## config.mk

```make
export PLATFORM = sky130hd
export DESIGN_NAME = muldiv_sequencer
export DESIGN_NICKNAME = d
export VERILOG_FILES = /design/src/rtl/muldiv_sequencer.sv
export SDC_FILE = /design/constraint.sdc
export NUM_CORES = 1
export LEC_CHECK = 0
export BUFFER_PORTS_ARGS = -buffer_cell sky130_fd_sc_hd__buf_4
export CAP_MARGIN = 40
export CORE_MARGIN = 5
export CORE_UTILIZATION = 40
export CTS_BUF_LIST = sky130_fd_sc_hd__clkbuf_2
export CTS_CLUSTER_DIAMETER = 60
export DETAILED_ROUTE_END_ITERATION = 8
export GPL_ROUTABILITY_DRIVEN = 0
export GPL_TIMING_DRIVEN = 0
export PLACE_DENSITY = 0.7
export SLEW_MARGIN = 25
export SYNTH_ARGS = -nofsm -noshare
export SYNTH_HDL_FRONTEND = slang
export SYNTH_SLANG_ARGS = --single-unit
```

## constraint.sdc

```tcl
create_clock -name clk -period 5.8 [get_ports clk]
set_input_delay 0.87 -clock clk [delete_from_list [all_inputs] [get_ports clk]]
set_output_delay 0.87 -clock clk [all_outputs]
set_load 0.05 [all_outputs]
```

## src/rtl/muldiv_sequencer.sv

```systemverilog
// Iterative unsigned multiply/divide unit owning the architectural HI/LO registers.
// MULTU/DIVU take 32 one-bit iterations; MTHI/MTLO and divide-by-zero finish in one cycle.
module muldiv_sequencer #(
   parameter int WIDTH = 32
) (
   input  logic             clk,
   input  logic             reset,
   input  logic             start,
   input  logic [1:0]       op,
   input  logic [WIDTH-1:0] a,
   input  logic [WIDTH-1:0] b,
   input  logic             flush,
   output logic             busy,
   output logic             done,
   output logic             divzero,
   output logic [WIDTH-1:0] hi,
   output logic [WIDTH-1:0] lo
);

   localparam int CNT_W = $clog2(WIDTH);
   localparam logic [CNT_W-1:0] CNT_LAST = CNT_W'(WIDTH - 1);

   localparam logic [1:0] OP_MULTU = 2'b00;
   localparam logic [1:0] OP_DIVU  = 2'b01;
   localparam logic [1:0] OP_MTHI  = 2'b10;
   localparam logic [1:0] OP_MTLO  = 2'b11;

   typedef enum logic [1:0] {
      S_IDLE = 2'd0,
      S_MUL  = 2'd1,
      S_DIV  = 2'd2
   } state_t;

   state_t           state_q;
   logic [CNT_W-1:0] cnt_q;
   logic [WIDTH:0]   acc_q;
   logic [WIDTH-1:0] q_q;
   logic [WIDTH-1:0] d_q;
   logic             busy_q;
   logic             done_q;
   logic             divzero_q;
   logic [WIDTH-1:0] hi_q;
   logic [WIDTH-1:0] lo_q;

   logic [WIDTH:0]   mul_sum_d;
   logic [WIDTH:0]   mul_acc_d;
   logic [WIDTH-1:0] mul_q_d;
   logic [WIDTH:0]   div_rem_d;
   logic [WIDTH-1:0] div_shq_d;
   logic [WIDTH:0]   div_diff_d;
   logic [WIDTH:0]   div_acc_d;
   logic [WIDTH-1:0] div_q_d;
   logic             last_iter;

   assign last_iter = (cnt_q == CNT_LAST);

   always_comb begin
      // acc_q[WIDTH] is always zero while multiplying, so adding the full acc is exact.
      mul_sum_d = acc_q + (q_q[0] ? {1'b0, d_q} : {(WIDTH + 1){1'b0}});
      mul_acc_d = {1'b0, mul_sum_d[WIDTH:1]};
      mul_q_d   = {mul_sum_d[0], q_q[WIDTH-1:1]};

      div_rem_d  = {acc_q[WIDTH-1:0], q_q[WIDTH-1]};
      div_shq_d  = {q_q[WIDTH-2:0], 1'b0};
      div_diff_d = div_rem_d - {1'b0, d_q};
      // Partial remainder stays below 2*d, so the top bit of the difference is the borrow.
      if (!div_diff_d[WIDTH]) begin
         div_acc_d = div_diff_d;
         div_q_d   = div_shq_d | {{(WIDTH - 1){1'b0}}, 1'b1};
      end else begin
         div_acc_d = div_rem_d;
         div_q_d   = div_shq_d;
      end
   end

   always_ff @(posedge clk or posedge reset) begin
      if (reset) begin
         state_q   <= S_IDLE;
         cnt_q     <= '0;
         acc_q     <= '0;
         q_q       <= '0;
         d_q       <= '0;
         busy_q    <= 1'b0;
         done_q    <= 1'b0;
         divzero_q <= 1'b0;
         hi_q      <= '0;
         lo_q      <= '0;
      end else begin
         done_q    <= 1'b0;
         divzero_q <= 1'b0;
         case (state_q)
            S_IDLE: begin
               if (start && !flush) begin
                  case (op)
                     OP_MTHI: begin
                        hi_q   <= a;
                        done_q <= 1'b1;
                     end
                     OP_MTLO: begin
                        lo_q   <= a;
                        done_q <= 1'b1;
                     end
                     OP_MULTU: begin
                        acc_q   <= '0;
                        q_q     <= a;
                        d_q     <= b;
                        cnt_q   <= '0;
                        busy_q  <= 1'b1;
                        state_q <= S_MUL;
                     end
                     default: begin
                        if (b == '0) begin
                           hi_q      <= a;
                           lo_q      <= '1;
                           done_q    <= 1'b1;
                           divzero_q <= 1'b1;
                        end else begin
                           acc_q   <= '0;
                           q_q     <= a;
                           d_q     <= b;
                           cnt_q   <= '0;
                           busy_q  <= 1'b1;
                           state_q <= S_DIV;
                        end
                     end
                  endcase
               end
            end
            S_MUL: begin
               if (flush) begin
                  busy_q  <= 1'b0;
                  state_q <= S_IDLE;
               end else begin
                  acc_q <= mul_acc_d;
                  q_q   <= mul_q_d;
                  cnt_q <= cnt_q + CNT_W'(1);
                  if (last_iter) begin
                     hi_q    <= mul_acc_d[WIDTH-1:0];
                     lo_q    <= mul_q_d;
                     done_q  <= 1'b1;
                     busy_q  <= 1'b0;
                     state_q <= S_IDLE;
                  end
               end
            end
            S_DIV: begin
               if (flush) begin
                  busy_q  <= 1'b0;
                  state_q <= S_IDLE;
               end else begin
                  acc_q <= div_acc_d;
                  q_q   <= div_q_d;
                  cnt_q <= cnt_q + CNT_W'(1);
                  if (last_iter) begin
                     hi_q    <= div_acc_d[WIDTH-1:0];
                     lo_q    <= div_q_d;
                     done_q  <= 1'b1;
                     busy_q  <= 1'b0;
                     state_q <= S_IDLE;
                  end
               end
            end
            default: begin
               busy_q  <= 1'b0;
               state_q <= S_IDLE;
            end
         endcase
      end
   end

   assign busy    = busy_q;
   assign done    = done_q;
   assign divzero = divzero_q;
   assign hi      = hi_q;
   assign lo      = lo_q;

endmodule

```

==> flow_summary.ini <==
[yosys]
synth_area_mm2 = 0.0118
syn_area_per_cell_um2 = 8.64
synth-seq-area-share = 0.364
synth-edff-count = 0
syn_inst = 1362
ys_async_sr_fraction = 1.00
synth_top_flop_cell = dfrtp_1
synth_cell_type_count = 81
yosysTopAreaCell = dfrtp_1
yosysTopAreaCellShare = 0.364
yosysWarnings = 0
synth_nets = 1510
ys_ff_latch = 171
synthTopCellsByArea = dfrtp_1 (36%), ha_1 (8.1%), nand2_1 (5.0%), o21ai_0 (4.6%), nor2_1 (4.0%)

[pwr]
peakVddDrop_mv = 0.293
total_leakage_power_nw = 6.08
power_density_mw_per_mm2 = 532

[setup_path]
start_kind = register
slowest_stage = clkbuf_1
crit_type = reg -> reg
cp.required_ns = 6.50
reg2reg_from = q_q[31]$_DFFE_PP0P_
worstPathCellList = inv_1 > ha_1 > inv_1 > fa_1 > a211oi_1 > o211ai_1 > a22o_1 > a211oi_2 > o41ai_2 > mux2i_1 > nand3_1 > nand2_1 > ha_1 > clkbuf_8 > clkbuf_1 > mux2i_1 > a2bb2oi_1 > a31oi_1
critPathMaxFanout = 10
arrival_ns = 6.00
endpoint_kind = register
reg2reg_setup_slack_ns = 0.49
max_stage_delay_ns = 0.63
critPathLaunch = q_q[31]$_DFFE_PP0P_

[global_route]
grt_max_degree = 68
grt_util_all_layers = 0.225
gr-total-overflow = 0
grt_pass1_vias = 11000
grt_pass1_wl_um = 59800
antenna_found_initial = 0

[sta]
setup_slack_ns = 0.493
finalCritPeriodShare = 0.915
grt_setup_unrepaired = false
setup_viol = 0
maxSlewViolCount = 0
clock.fmax_mhz = 188
slew_headroom = 0.385
period_needed_ns = 5.31
skew_ns = 0.0391
hold_ws_ns = 0.264
tightest_slew_ns = 0.920
finalHoldViolCount = 0

[cells_and_area]
n_fill_cell = 2806
layout-drive-gt1-share = 0.161
final_util = 0.472
diodes = 0
syn2layout_area_growth_pct = 15.7
regArea_mm2 = 0.00428
final_nets = 1671
multiInputGateArea_mm2 = 0.00690

[floorplan]
placeableCoreArea_mm2 = 0.0289
die_h_um = 182
die-area_mm2 = 0.0329
rows = 62
initial_core_util = 0.408
ioPinCount = 137
die_w_um = 182

[clock_network]
cts_htree_levels = 4
cts_tree = done
cts_resized = 0
cts_buffers = 17
worstSkewPairLatency_ns = 0.81
clk_path_buf_depth = 2
path_clk_slew_ns = 0.31
cts_root_buffer = clkbuf_2
cts_num_sinks = 171

[route]
drt-vias-per-instance = 5.86
vias = 11300
drt_first_iter_violations = 1235
ant_nets = 0
wl_um = 38300
drc = 0
firstDrtPassIters = 8
wl_per_cell_um = 20.0

[placement]
numPortBuffers = 136
hpwl_um = 30500
post-place-ws_ns = 0.712

[hold_path]
hold_path_startpoint = b[2]
hp-class = in -> reg

[status]
status = complete, no violations

[flow_run]
cap_violations = 0
layout by cell type, fill, tap and decap left out, types with 8 or more instances in the layout:
cell type / synthesis / final
o211ai_1: 10 / 10
a211oi_1: 12 / 12
a31oi_1: 69 / 69
xnor2_1: 27 / 27
buf_2: 7 / 8
nor3_1: 13 / 13
nand2_1: 157 / 157
a22oi_1: 33 / 33
a21o_1: 24 / 24
and2_1: 36 / 36
nand3_1: 18 / 18
o21ai_0: 108 / 108
nor2_1: 125 / 125
mux2_2: 36 / 36
mux2i_1: 12 / 12
buf_4: 0 / 137
xor2_1: 23 / 23
nand2b_1: 13 / 13
inv_1: 58 / 57
clkbuf_2: 0 / 17
clkbuf_1: 58 / 58
a221oi_1: 8 / 8
nor4_1: 9 / 9
dfrtp_1: 171 / 171
o21a_1: 34 / 34
nand4_1: 19 / 19
o21ai_1: 8 / 8
ha_1: 76 / 76
a21oi_1: 78 / 78
o21bai_1: 9 / 9
path summary, 6_finish.rpt:
check / depth (start not counted) / endpoint
setup / recovery: 18 / hi[21]$_DFFE_PP0P_
min in group asynchronous: 3 / lo[4]$_DFFE_PP0P_
hold / removal: 2 / d_q[2]$_DFFE_PP0P_
setup reg to reg: 18 / hi[21]$_DFFE_PP0P_
max in group asynchronous: 4 / hi[25]$_DFFE_PP0P_
hold reg to reg: 2 / cnt_q[4]$_DFFE_PP0P_
critical path: cells and delay by family, from the launching register on:
kind                       cells  cell delay, ns
AOI/OAI and AO/OA              7            2.16
adders and majority gates      3            0.89
buffers and inverters          4            0.98
DFF                            1            0.55
muxes                          2            0.41
and+or+nand+nor                2            0.20
area by class of cell:
| cell class | instances | share of cell area |
|---|---|---|
| Buffer | 77 | 0.0273 |
| Clock buffer | 17 | 0.00625 |
| Clock inverter | 15 | 0.0126 |
| Inverter | 58 | 0.0165 |
| Multi-Input combinational cell | 1056 | 0.507 |
| Sequential cell | 171 | 0.314 |
| Tap cell | 384 | 0.0353 |
| Timing Repair Buffer | 142 | 0.0812 |
sequential cells by signal, summed over array words and instances, names as in the netlist:
register / flops
lo: 32
q_q: 32
acc_q: 33
hi: 32
done: 1
d_q: 32
busy: 1
cnt_q: 5
state_q: 2
divzero: 1
metal layers:
metal  global-route usage  up-vias  wire length [um]
met5                    0        -                 0
met4               0.0681        0              1060
met3               0.0372       80              2670
met2                0.371      455             17900
met1                0.306     5477             16700
li1                     -     5244                 -
kinds of logic (layout without fill, tap and decap cells):
group | Yosys count | count (layout) | share of synthesized area
buffers and inverters | 135 | 309 | 0.0501
adder cells (fa/ha/maj) | 78 | 78 | 0.0842
AND/OR/NAND/NOR | 426 | 426 | 0.166
flip-flops | 171 | 171 | 0.364
XOR/XNOR | 50 | 50 | 0.0372
AO/OA/AOI/OAI | 453 | 453 | 0.253
multiplexers | 49 | 49 | 0.0459
metrics by stage:
stage	instance area, um^2	std cells	setup TNS [ns]	power (W)
detailed placement	13300	1886	0	0.00652
CTS	13600	1919	0	0.00720
global route	13600	1920	0	0.00773
finish	13600	1920	0	0.00724
global placement	13300	1882	-277.40	0.00641
floorplan	11800	1362	0	0.00513
synthesized netlist by cell type (3+ instances only):
cell type / count
ha_1: 76
o31a_1: 4
a31oi_1: 69
nand3_1: 18
o21ai_1: 8
nand2b_1: 13
nor2_1: 125
a222oi_1: 4
a211oi_1: 12
a22o_1: 3
and2_1: 36
dfrtp_1: 171
nand4_1: 19
and4_1: 4
xnor2_1: 27
o21bai_1: 9
a21o_1: 24
a22oi_1: 33
nand3b_1: 3
o22ai_1: 3
mux2i_1: 12
o211ai_1: 10
a21oi_1: 78
o21ai_0: 108
a211o_1: 3
buf_1: 4
and3_1: 7
nor3_1: 13
a221oi_1: 8
o31ai_1: 7
or3_1: 5
xor2_1: 23
mux2_2: 36
inv_1: 58
nor4_1: 9
clkbuf_1: 58
buf_2: 7
nand2_1: 157
clkbuf_8: 5
nor2b_1: 5
o21a_1: 34
what timing repair did:
| action | 4_1_cts | 5_1_grt |
|---|---|---|
| setup buffers | 0 | 0 |
| hold buffers | 1 | 0 |
| endpoints found under the hold margin | 42 | 0 |
power by group:
| part | leakage [nW] | switching (W) | internal, W |
|---|---|---|---|
| sequential | 2.05 | 0.000423 | 0.00165 |
| combinational | 3.88 | 0.00296 | 0.00153 |
| clock | 0.146 | 0.000537 | 0.000149 |
| total | 6.08 | 0.00391 | 0.00333 |
No activity file was read; power rests on OpenSTA's default activity.
